### config.mk
export PLATFORM = sky130hd
export DESIGN_NAME = z_core_div_ctrl
export DESIGN_NICKNAME = d
export VERILOG_FILES = /design/src/rtl/z_core_div_ctrl.sv
export SDC_FILE = /design/constraint.sdc
export NUM_CORES = 1
export LEC_CHECK = 0
export ABC_AREA = 1
export BUFFER_PORTS_ARGS = -buffer_cell sky130_fd_sc_hd__buf_2
export CAP_MARGIN = 20
export CORE_MARGIN = 2
export CORE_UTILIZATION = 48
export CTS_CLUSTER_DIAMETER = 30
export CTS_CLUSTER_SIZE = 8
export DETAILED_ROUTE_END_ITERATION = 8
export HOLD_SLACK_MARGIN = 0.03
export PLACE_DENSITY = 0.8
export SYNTH_ARGS = -nofsm -noshare
export SYNTH_HDL_FRONTEND = slang
export SYNTH_SLANG_ARGS = --single-unit
### constraint.sdc
create_clock -name clk -period 1.95 [get_ports clk]
set_input_delay 0.195 -clock clk [delete_from_list [all_inputs] [get_ports clk]]
set_output_delay 0.195 -clock clk [all_outputs]
set_load 0.02 [all_outputs]
### src/rtl/z_core_div_ctrl.sv
// Sequencing controller for the RV32M divide/remainder path: resolves divide-by-zero and signed overflow locally and drives z_core_div_unit otherwise.
// Optional one-entry result cache is built when Z_CORE_DIV_CACHE_EN is defined.
module z_core_div_ctrl #(
  parameter int TAG_W = 5
) (
  input  logic             clk,
  input  logic             rstn,
  input  logic             req_valid,
  output logic             req_ready,
  input  logic [1:0]       req_op,
  input  logic [31:0]      req_a,
  input  logic [31:0]      req_b,
  input  logic [TAG_W-1:0] req_tag,
  input  logic             flush,
  output logic             rsp_valid,
  input  logic             rsp_ready,
  output logic [31:0]      rsp_data,
  output logic [TAG_W-1:0] rsp_tag,
  output logic             busy,
  output logic             div_start,
  output logic [31:0]      div_dividend,
  output logic [31:0]      div_divisor,
  output logic             div_is_signed,
  output logic             div_quotient_or_rem,
  input  logic             div_done,
  input  logic             div_running,
  input  logic [31:0]      div_result,
  output logic [1:0]       dbg_state
);

  // Handshakes: a request transfers in a cycle with req_valid & req_ready; a response
  // transfers in a cycle with rsp_valid & rsp_ready & ~flush. Valid never drops without a transfer or a flush.

  typedef enum logic [1:0] {
    S_IDLE  = 2'd0,
    S_WAIT  = 2'd1,
    S_RESP  = 2'd2,
    S_DRAIN = 2'd3
  } state_t;

  state_t state, state_nxt;

  logic             accept;
  logic             b_zero;
  logic             sgn_ovf;
  logic             special;
  logic [31:0]      fast_res;
  logic             cache_hit;
  logic [31:0]      cache_res_w;
  logic             done_seen;
  logic             ld_fast;
  logic             ld_div;
  logic             ld_res;
  logic [TAG_W-1:0] tag_q;

  assign req_ready = (state == S_IDLE) & ~flush;
  assign busy      = (state != S_IDLE);
  assign rsp_valid = (state == S_RESP);
  assign dbg_state = state;
  assign accept    = req_valid & req_ready;

  // RISC-V defined results that need no iteration.
  assign b_zero   = (req_b == 32'h0);
  assign sgn_ovf  = ~req_op[0] & (req_a == 32'h8000_0000) & (req_b == 32'hFFFF_FFFF);
  assign special  = b_zero | sgn_ovf;

  always_comb begin
    fast_res = 32'h0;
    if (b_zero) begin
      fast_res = req_op[1] ? req_a : 32'hFFFF_FFFF;
    end else begin
      fast_res = req_op[1] ? 32'h0 : 32'h8000_0000;
    end
  end

  // A done pulse coinciding with our own start pulse cannot belong to this operation.
  assign done_seen = div_done & ~div_start;

`ifdef Z_CORE_DIV_CACHE_EN
  logic        cache_vld;
  logic [31:0] cache_a;
  logic [31:0] cache_b;
  logic [1:0]  cache_op;
  logic [31:0] cache_res;
  logic        from_div;

  assign cache_hit   = cache_vld & (req_a == cache_a) & (req_b == cache_b) & (req_op == cache_op);
  assign cache_res_w = cache_res;

  // Only a divider result that was actually handed to the consumer is remembered.
  always_ff @(posedge clk) begin
    if (!rstn) begin
      cache_vld <= 1'b0;
      cache_a   <= 32'h0;
      cache_b   <= 32'h0;
      cache_op  <= 2'b00;
      cache_res <= 32'h0;
    end else if ((state == S_RESP) && rsp_ready && !flush && from_div) begin
      cache_vld <= 1'b1;
      cache_a   <= div_dividend;
      cache_b   <= div_divisor;
      cache_op  <= {~div_quotient_or_rem, ~div_is_signed};
      cache_res <= rsp_data;
    end
  end

  always_ff @(posedge clk) begin
    if (!rstn) begin
      from_div <= 1'b0;
    end else if (ld_fast) begin
      from_div <= 1'b0;
    end else if (ld_res) begin
      from_div <= 1'b1;
    end
  end
`else
  assign cache_hit   = 1'b0;
  assign cache_res_w = 32'h0;
`endif

  always_ff @(posedge clk) begin
    if (!rstn) begin
      state <= S_IDLE;
    end else begin
      state <= state_nxt;
    end
  end

  always_comb begin
    state_nxt = state;
    ld_fast   = 1'b0;
    ld_div    = 1'b0;
    ld_res    = 1'b0;
    case (state)
      S_IDLE: begin
        if (accept) begin
          if (special || cache_hit) begin
            ld_fast   = 1'b1;
            state_nxt = S_RESP;
          end else begin
            ld_div    = 1'b1;
            state_nxt = S_WAIT;
          end
        end
      end
      S_WAIT: begin
        // A flush landing on the done cycle has nothing left to drain.
        if (flush) begin
          state_nxt = done_seen ? S_IDLE : S_DRAIN;
        end else if (done_seen) begin
          ld_res    = 1'b1;
          state_nxt = S_RESP;
        end
      end
      S_RESP: begin
        if (flush || rsp_ready) begin
          state_nxt = S_IDLE;
        end
      end
      S_DRAIN: begin
        if (done_seen) begin
          state_nxt = S_IDLE;
        end
      end
      default: state_nxt = S_IDLE;
    endcase
  end

  always_ff @(posedge clk) begin
    if (!rstn) begin
      div_start           <= 1'b0;
      div_dividend        <= 32'h0;
      div_divisor         <= 32'h0;
      div_is_signed       <= 1'b0;
      div_quotient_or_rem <= 1'b0;
      tag_q               <= '0;
      rsp_data            <= 32'h0;
      rsp_tag             <= '0;
    end else begin
      div_start <= ld_div;
      if (ld_div) begin
        div_dividend        <= req_a;
        div_divisor         <= req_b;
        div_is_signed       <= ~req_op[0];
        div_quotient_or_rem <= ~req_op[1];
        tag_q               <= req_tag;
      end
      if (ld_fast) begin
        rsp_data <= special ? fast_res : cache_res_w;
        rsp_tag  <= req_tag;
      end else if (ld_res) begin
        rsp_data <= div_result;
        rsp_tag  <= tag_q;
      end
    end
  end

  a_done_unexpected: assert property (@(posedge clk) disable iff (!rstn)
    div_done |-> (state == S_WAIT || state == S_DRAIN));

  a_start_while_running: assert property (@(posedge clk) disable iff (!rstn)
    div_start |-> !div_running);

endmodule

==> results of run 1 <==
==> path summary, 6_finish.rpt <==
kind,to,slack [ps],cells past startpoint
min reg2reg,div_divisor[5]$_SDFFE_PN0P_,470,2
max reg2reg,rsp_data[12]$_SDFFE_PN0P_,220,8
min,div_dividend[15]$_SDFFE_PN0P_,100,3
max,rsp_data[12]$_SDFFE_PN0P_,220,8
==> per-stage QoR <==
step                      area, µm²  instances  hold slack [ps]
after floorplan                5310        774              357
after global placement         6510       1095              445
after detailed placement       6510       1095              450
after CTS                      6690       1111             94.9
after global routing           6690       1111             85.8
final                          6690       1111              104
==> area by class of cell <==
class / count / share of cell area, %
Clock inverter: 5 / 0.598
Sequential cell: 111 / 33.2
Clock buffer: 11 / 1.96
Multi-Input combinational cell: 569 / 39.9
Inverter: 39 / 2.23
Tap cell: 140 / 2.62
Timing Repair Buffer: 236 / 19.5
==> cells in the final DEF (no fill, tap or decap), types with 2 or more instances in the layout <==
| cell | count |
|---|---|
| a21oi_1 | 116 |
| a31oi_1 | 2 |
| buf_12 | 6 |
| buf_2 | 217 |
| buf_4 | 13 |
| clkbuf_1 | 2 |
| clkbuf_8 | 9 |
| clkinv_4 | 2 |
| dfxtp_1 | 111 |
| inv_1 | 34 |
| inv_2 | 3 |
| inv_6 | 2 |
| nand2_1 | 163 |
| nand2_2 | 2 |
| nand2_4 | 2 |
| nand3_1 | 81 |
| nand3b_1 | 37 |
| nand4_1 | 4 |
| nor2_1 | 118 |
| nor3_1 | 3 |
| o21ai_0 | 4 |
| or2_0 | 5 |
| or2_1 | 15 |
| or2_2 | 16 |
==> worst max-delay path, delay by kind of cell (launching register included) <==
family                 cells  cell delay (ps)
AO/OA/AOI/OAI              2              270
flip-flops                 1              370
buffers and inverters      2              330
AND/OR/NAND/NOR            4              670
==> state kept, by name, indices dropped and copies added, names as in the netlist <==
signal	cells
div_start	1
div_divisor	32
div_dividend	32
tag_q	5
rsp_tag	5
div_quotient_or_rem	1
rsp_data	32
dbg_state	2
div_is_signed	1
==> kinds of logic (layout without fill, tap and decap cells) <==
family / count (synthesis) / in the layout / share of synthesized area [%]
simple gates: 447 / 447 / 38.5
compound gates: 122 / 122 / 11.6
flops: 111 / 111 / 41.9
buf+inv: 94 / 291 / 8.06
==> per-layer routing <==
layer	vias to the layer above	part of all wire (%)	wire (µm)	global-route usage [%]
met3	33	6.7	1070	4.78
met5	-	0	0	0
met4	0	2.3	364	7.60
met2	225	46	7350	40.8
li1	2890	-	-	-
met1	2592	45	7060	35.4
==> Yosys cell counts <==
cell      count  share of area, %
nand2_1     164                12
buf_2        16               1.5
inv_1        34               2.4
nor3b_1       1              0.14
nand3b_1     37               5.2
nand2_2       1              0.12
a21oi_1     116                11
nand3_1      81               7.6
clkinv_1      1             0.071
o21ai_0       4              0.38
nor2_1      118               8.3
nand2_4       2              0.42
buf_1         6              0.42
or2_0         5              0.59
inv_2         3              0.21
clkbuf_1     23               1.6
or2_1        15               1.8
a31oi_1       2              0.24
dfxtp_1     111                42
nand4_1       4              0.47
nor3_1        3              0.28
or2_2        16               1.9
inv_4         1              0.12
buf_4         6              0.85
buf_6         4              0.85
==> power by group <==
part           switching [mW]  internal [mW]  total (mW)
Combinational            1.10          0.669        1.77
Sequential              0.125           2.53        2.65
Clock                   0.808          0.480        1.29
Total                    2.04           3.68        5.71
==> results.ini, run 1 <==
[outcome]
status = finished clean

[detailed_routing]
drc_errors = 0
postRouteWirelength_um = 15800
antenna_left = 0
vias_per_cell = 5.17
dr.first_iter.drc_count = 526
dr.pass1.iters = 5
avgRoutedWirePerCell_um = 14.3
vias = 5740

[power_and_ir_drop]
p_total_mw = 5.71
power_leakage_nw = 3.40
pwr_density_cell_mw_per_mm2 = 854
ir_drop_mv = 0.498

[floorplan]
die_area_mm2 = 0.0119
dieWidth_um = 109
rows = 38
die_h_um = 109
io_pins = 219
initial_core_util_pct = 49.2
core_area_mm2 = 0.0108

[final_layout]
syn_to_final_growth_pct = 26.1
drive_above_1_share_pct = 28.3
n_fill_cell = 1053
utilization_pct = 62.0
finalNetCount = 1076
antenna_cells = 0
area.sequential_mm2 = 0.00222
multi_input_area_mm2 = 0.00267

[worst_setup_path]
worstPathCellList = inv_2 > nand2_1 > nor3b_4 > nand2_1 > buf_4 > a21oi_1 > a21oi_1 > nor2_1
arrival_ps = 2030
startpoint = dbg_state[0]$_SDFFE_PN0P_
worstSetupPathType = flip-flop to flip-flop
path_max_fanout = 31
crit_path_end_kind = flip-flop
rr_startpoint = dbg_state[0]$_SDFFE_PN0P_
crit_required_ps = 2250
cp-start-kind = flip-flop
critPathMaxStageDelay_ps = 390
cp_slowest_cell = nor3b_4

[synth]
synth_nets = 884
syn_area_mm2 = 0.00531
ys_ff_latch = 111
ys_types = 25
syn_area_per_cell_um2 = 6.86
ys_seq_area_share_pct = 41.9
syn_inst = 774
ys_warn_count = 0

[clocking]
clkLatencyLatePin_ps = 370
cts_tree = built
cts_resized = 0
cts_root_buf = clkbuf_8
cts_hold_buf = 0
h-tree-depth = 3
path_clk_slew_ps = 120
numCtsBuffers = 9
postCtsSetupRepairBufs = 0
cts.path.max_buffers = 2
cts_sinks = 111

[sta]
worst_slew_margin_rel_pct = 60.4
finalSetupTns_ps = 0
report.final.slew_viol_count = 0
fin_crit_ps = 1730
grt_setup_unrepaired = false
hold_violations = 0
fin_skew_ps = 13.4
period_share_pct = 88.8
setup_violations = 0
worst_pin_slew_ps = 591
worst_slack_ps = 218
timing.fmax_mhz = 577

[worst_hold_path]
hold_class = input port to flip-flop
hold_start = req_a[15]

[placed_design]
routabilityCongestion = 0.821
pre_cts_ws_ps = 148
port_buffers = 217
dp.final_hpwl_um = 10900

[global_route]
grt_max_degree = 75
track_usage_pct = 25.7
grt_antenna_before_repair = 0
overflow = 0
grt_pass1_wl_um = 24300
grt_pass1_vias = 4953

[flow_run]
max_cap_violations = 0

No activity file was read; power rests on OpenSTA's default activity.
==> run 2: changes to the inputs <==
--- a/config.mk
+++ b/config.mk
@@ -14,7 +14,7 @@
 export CTS_CLUSTER_SIZE = 8
 export DETAILED_ROUTE_END_ITERATION = 8
 export HOLD_SLACK_MARGIN = 0.03
-export PLACE_DENSITY = 0.8
+export PLACE_DENSITY_LB_ADDON = 0.1
 export SYNTH_ARGS = -nofsm -noshare
 export SYNTH_HDL_FRONTEND = slang
 export SYNTH_SLANG_ARGS = --single-unit
==> run 2 against run 1 <==
Against the previous run:
- power grew 3.2%
- largest power group unchanged
- clock skew shrank 1.8 ps
- setup slack lost 33 ps
- cell count shrank 0.27%
- sequential share of layout area shrank 0.081 points
==> results.ini, run 2 (same netlist as run 1, synthesis figures left out) <==
[outcome]
status = finished clean

[final_layout]
stdcell_count = 1108  ; -0.27%
multi_input_area_mm2 = 0.00268  ; +0.37%
utilization_pct = 62.1  ; +0.15 points
layout_commonest_cell = buf_2
area.sequential_mm2 = 0.00222  ; unchanged
top_regs = div_dividend (32), div_divisor (32), rsp_data (32)
drive_above_1_share_pct = 28.3  ; about the same
design_area_mm2 = 0.00671  ; +0.24%
finalNetCount = 1073  ; -0.28%
syn_to_final_growth_pct = 26.4
layout_common_cells = 217 x buf_2, 163 x nand2_1, 117 x nor2_1, 114 x a21oi_1, 111 x dfxtp_1
antenna_cells = 0  ; unchanged
n_fill_cell = 1044  ; -0.85%

[clocking]
cts_root_buf = clkbuf_8
clkLatencyLatePin_ps = 370  ; about the same
postCtsSetupRepairBufs = 0  ; unchanged
numCtsBuffers = 9  ; unchanged
cts_sinks = 111  ; unchanged
h-tree-depth = 3  ; unchanged
cts.path.max_buffers = 2  ; unchanged
cts_tree = built
path_clk_slew_ps = 100  ; -20 ps

[worst_setup_path]
arrival_ps = 2080  ; +50 ps
r2r_end = rsp_data[30]$_SDFFE_PN0P_
r2r_setup_slack_ps = 180  ; -30 ps
crit_path_end_kind = flip-flop
path_max_fanout = 31  ; unchanged
rr_startpoint = dbg_state[1]$_SDFFE_PN0P_
crit_required_ps = 2260  ; about the same
cp-start-kind = flip-flop
ff2ff_path_depth = 9  ; +1
worstSetupPathType = flip-flop to flip-flop

[placed_design]
routabilityCongestion = 0.926  ; +13%
port_buffers = 217  ; unchanged
dp.final_hpwl_um = 11000  ; +0.85%
dp_cells = 1092  ; -0.27%
placed_cell_area_mm2 = 0.00648  ; -0.54%
pre_cts_ws_ps = 110  ; -38.6 ps

[sta]
period_share_pct = 90.5  ; +1.7 points
fin_crit_ps = 1770  ; +32.7 ps
report.final.slew_viol_count = 0  ; unchanged
finalSetupTns_ps = 0  ; unchanged
worst_slack_ps = 185  ; -32.7 ps
fin_skew_ps = 11.6  ; -1.84 ps
grt_setup_unrepaired = true
hold_violations = 0  ; unchanged
setup_violations = 0  ; unchanged
worst_slew_margin_rel_pct = 60.3  ; -0.084 points
hold-worst-slack_ps = 92.2  ; -11.4 ps
worst_pin_slew_ps = 592  ; +1.25 ps
timing.fmax_mhz = 567  ; -1.9%

[power_and_ir_drop]
p_total_mw = 5.90  ; +3.2%
power_leakage_nw = 3.39  ; -0.16%
pwr_density_cell_mw_per_mm2 = 879  ; +2.9%
ir_drop_mv = 0.555  ; +12%

[global_route]
overflow = 0  ; unchanged
grt_antenna_before_repair = 0  ; unchanged
grt_pass1_wl_um = 24200  ; -0.71%
grt_max_degree = 75  ; unchanged
track_usage_pct = 25.6  ; -0.044 points
grt_pass1_vias = 4896  ; -1.2%

[worst_hold_path]
whs_path_depth = 3  ; unchanged
hold_start = req_tag[2]
hold_class = input port to flip-flop
whs_endpoint = tag_q[2]$_SDFFE_PN0P_

[detailed_routing]
dr.pass1.iters = 5  ; unchanged
dr.first_iter.drc_count = 482  ; -8.4%
postRouteWirelength_um = 15600  ; -1.2%
drc_errors = 0  ; unchanged
vias_per_cell = 5.15  ; -0.34%
vias = 5705  ; -0.61%
antenna_left = 0  ; unchanged
avgRoutedWirePerCell_um = 14.1  ; -0.93%

[floorplan]
die_h_um = 109  ; unchanged
die_area_mm2 = 0.0119  ; unchanged
rows = 38  ; unchanged
core_area_mm2 = 0.0108  ; unchanged
io_pins = 219  ; unchanged
dieWidth_um = 109  ; unchanged
initial_core_util_pct = 49.2  ; unchanged

[flow_run]
max_cap_violations = 0  ; unchanged

==> run 2: repair_timing <==
action | in CTS | in global routing
setup endpoints to repair | 0 | 20
resized for setup | 0 | 6
hold buffers | 0 | 0
==> run 2: worst max-delay path by stage <==
stage                                    startpoint                           end  slack [ps]
after CTS                 dbg_state[0]$_SDFFE_PN0P_     rsp_data[18]$_SDFFE_PN0P_         170
after global placement                    req_op[1]     rsp_data[25]$_SDFFE_PN0P_         150
final                     dbg_state[1]$_SDFFE_PN0P_     rsp_data[30]$_SDFFE_PN0P_         180
after detailed placement                  req_a[17]  div_divisor[11]$_SDFFE_PN0P_         110
after floorplan           dbg_state[1]$_SDFFE_PN0P_     rsp_data[10]$_SDFFE_PN0P_         200
after global routing      dbg_state[1]$_SDFFE_PN0P_     dbg_state[1]$_SDFFE_PN0P_         -20
==> run 2: where the power goes <==
group	leakage [nW]	switching (mW)	internal (mW)
sequential	0.903	0.133	2.53
combinational	2.38	1.09	0.649
clock	0.104	0.771	0.723
==> run 2: layout make-up <==
type	instances	share of cell area (%)
inverters	39	2.22
flip-flops and latches	111	33.1
well taps	140	2.61
multi-input cells	569	40.0
clock inverters	4	1.04
clock buffers	12	2.01
repair buffers	233	19.0
==> run 2: worst max-delay path, stage by stage, from the launching register on <==
cell     delay [ps]
dfxtp_1         370
inv_1            90
nand2_1         140
nor3b_4         250
buf_4           200
nand2_1          80
buf_6           190
a21oi_1         190
a21oi_1          60
nor2_1          110
==> run 2: routing by layer <==
layer  up-vias  part of all wire, %  global-route usage [%]
met4         0                  1.3                    8.52
li1       2881                    -                       -
met5         -                    0                       0
met1      2583                   44                    35.5
met3        16                  8.4                    5.26
met2       225                   46                    39.7
==> run 3: changes to the inputs <==
--- a/config.mk
+++ b/config.mk
@@ -8,7 +8,8 @@
 export ABC_AREA = 1
 export BUFFER_PORTS_ARGS = -buffer_cell sky130_fd_sc_hd__buf_2
 export CAP_MARGIN = 20
-export CORE_MARGIN = 2
+export CORE_ASPECT_RATIO = 1.25
+export CORE_MARGIN = 3
 export CORE_UTILIZATION = 48
 export CTS_CLUSTER_DIAMETER = 30
 export CTS_CLUSTER_SIZE = 8
==> run 3 against run 2 <==
Against the previous run:
- sequential power barely moved
- cell count shrank 0.27%
- via count is 0.53% higher
- sequential cell count is the same
- first-iteration DRC count is 53% lower
- wire length about the same
- die area rose by 3.8%
- combinational power barely moved
- hold slack improved by 36 ps
- setup slack better by 63 ps
- clock power rose by 21%
- critical endpoint is now rsp_data[10]$_SDFFE_PN0P_
==> results.ini, run 3 (same netlist as run 1, synthesis figures left out) <==
[power_and_ir_drop]
pwr_density_cell_mw_per_mm2 = 909  ; +3.5%
power_leakage_nw = 3.47  ; +2.5%
ir_drop_mv = 0.480  ; -14%
p_total_mw = 6.21  ; +5.3%

[sta]
hold_violations = 0  ; unchanged
setup_violations = 0  ; unchanged
report.final.slew_viol_count = 0  ; unchanged
timing.fmax_mhz = 587  ; +3.7%
finalSetupTns_ps = 0  ; unchanged
fin_skew_ps = 4.00  ; -7.58 ps
worst_pin_slew_ps = 583  ; -9.20 ps
fin_crit_ps = 1700  ; -62.8 ps
grt_setup_unrepaired = false
period_share_pct = 87.3  ; -3.2 points
worst_slew_margin_rel_pct = 60.9  ; +0.62 points

[clocking]
numCtsBuffers = 9  ; unchanged
path_clk_slew_ps = 70  ; -30 ps
cts_hold_buf = 0  ; unchanged
clkLatencyLatePin_ps = 340  ; -30 ps
h-tree-depth = 3  ; unchanged
postCtsSetupRepairBufs = 0  ; unchanged
cts_root_buf = clkbuf_16
cts.path.max_buffers = 2  ; unchanged
cts_sinks = 111  ; unchanged
cts_tree = built
cts_resized = 0  ; unchanged

[worst_setup_path]
r2r_end = rsp_data[10]$_SDFFE_PN0P_
crit_end = rsp_data[10]$_SDFFE_PN0P_
cpLargestDelayFamily = buffers and inverters
cp-start-kind = flip-flop
startpoint = dbg_state[0]$_SDFFE_PN0P_
arrival_ps = 1940  ; -140 ps
r2r_setup_slack_ps = 250  ; +60 ps
path_max_fanout = 31  ; unchanged
worstPathCellList = inv_2 > nand2_1 > nor3b_2 > buf_4 > nand2_1 > buf_4 > nor2_1 > a21oi_1 > nor2_1
crit_path_end_kind = flip-flop
rr_startpoint = dbg_state[0]$_SDFFE_PN0P_
crit_required_ps = 2190  ; -70 ps
ff2ff_path_depth = 9  ; unchanged
worstSetupPathType = flip-flop to flip-flop
crit_buf_inv = 3  ; unchanged
critPathMaxStageDelay_ps = 430  ; +60 ps
worst-path-stages = 9  ; unchanged
cp_slowest_cell = dfxtp_1

[detailed_routing]
dr.first_iter.drc_count = 227  ; -53%
avgRoutedWirePerCell_um = 14.2  ; +0.32%
dr.pass1.iters = 5  ; unchanged
drc_errors = 0  ; unchanged
postRouteWirelength_um = 15700  ; about the same
vias = 5735  ; +0.53%
vias_per_cell = 5.19  ; +0.80%
antenna_left = 0  ; unchanged

[floorplan]
die_h_um = 124  ; +13%
dieWidth_um = 100  ; -8.3%
rows = 42  ; +11%
io_pins = 219  ; unchanged
core_area_mm2 = 0.0107  ; -1.2%
initial_core_util_pct = 49.7  ; +0.58 points
die_area_mm2 = 0.0124  ; +3.8%

[global_route]
track_usage_pct = 25.2  ; -0.45 points
overflow = 0  ; unchanged
grt_pass1_vias = 5367  ; +9.6%
grt_antenna_before_repair = 1  ; +1
grt_max_degree = 75  ; unchanged
grt_pass1_wl_um = 25200  ; +4.3%

[placed_design]
placed_cell_area_mm2 = 0.00653  ; +0.81%
dp.final_hpwl_um = 11400  ; +3.7%
routabilityCongestion = 0.846  ; -8.7%
port_buffers = 217  ; unchanged
dp_cells = 1089  ; -0.27%

[final_layout]
n_fill_cell = 1022  ; -2.1%
layout_common_cells = 217 x buf_2, 163 x nand2_1, 118 x nor2_1, 116 x a21oi_1, 111 x dfxtp_1
utilization_pct = 64.0  ; +1.8 points
drive_above_1_share_pct = 28.7  ; +0.37 points
area.sequential_mm2 = 0.00222  ; unchanged
syn_to_final_growth_pct = 28.6
layout_commonest_cell = buf_2
finalNetCount = 1078  ; +0.47%
design_area_mm2 = 0.00683  ; +1.8%
antenna_cells = 0  ; unchanged
top_regs = div_dividend (32), div_divisor (32), rsp_data (32)
stdcell_count = 1105  ; -0.27%
multi_input_area_mm2 = 0.00266  ; -0.61%

[outcome]
status = finished clean

[worst_hold_path]
hold_class = input port to flip-flop

[flow_run]
max_cap_violations = 0  ; unchanged

[run 3: layout make-up]
type / instances / share of cell area [%]
clock buffer: 13 / 4.11
clock inverter: 3 / 0.220
inverter: 39 / 2.18
multi-input combinational: 569 / 39.0
sequential: 111 / 32.6
tap: 132 / 2.42
timing repair buffer: 238 / 19.5
[run 3: worst min-delay path: cells and delay by family]
family	cells	cell delay (ps)
AOI/OAI and AO/OA	1	60
buffers and inverters	1	100
and+or+nand+nor	1	70
[run 3: layer usage]
| metal | global-route usage, % | wire [µm] | vias up |
|---|---|---|---|
| met5 | 0 | 13 | - |
| met2 | 41.4 | 7640 | 228 |
| met4 | 10.1 | 297 | 2 |
| li1 | - | - | 2887 |
| met3 | 5.08 | 1300 | 30 |
| met1 | 32.4 | 6410 | 2588 |
[run 3: worst min path at each step]
| stage | endpoint | slack [ps] | from | cells past startpoint |
|---|---|---|---|---|
| finish | div_dividend[23]$_SDFFE_PN0P_ | 130 | req_a[23] | 3 |
| global route | div_dividend[13]$_SDFFE_PN0P_ | 130 | req_a[13] | 3 |
| CTS | div_dividend[15]$_SDFFE_PN0P_ | 120 | req_a[15] | 3 |
| detailed placement | tag_q[4]$_SDFFE_PN0P_ | 450 | tag_q[4]$_SDFFE_PN0P_ | 2 |
| global placement | tag_q[3]$_SDFFE_PN0P_ | 440 | tag_q[3]$_SDFFE_PN0P_ | 2 |
| floorplan | dbg_state[0]$_SDFFE_PN0P_ | 360 | flush | 2 |
[run 3: where the power goes]
part           internal, mW  total, mW  switching, mW
Sequential             2.53       2.67          0.138
Clock                  1.00       1.80          0.795
Combinational         0.657       1.74           1.09
Total                  4.19       6.21           2.02
[run 3: through the flow]
| stage | hold slack, ps | worst slack (ps) |
|---|---|---|
| 4_1_cts | 119 | 217 |
| 3_5_place_dp | 447 | 123 |
| 3_3_place_gp | 442 | 185 |
| 2_1_floorplan | 357 | 202 |
| 6_report | 129 | 248 |
| 5_1_grt | 132 | 40.2 |
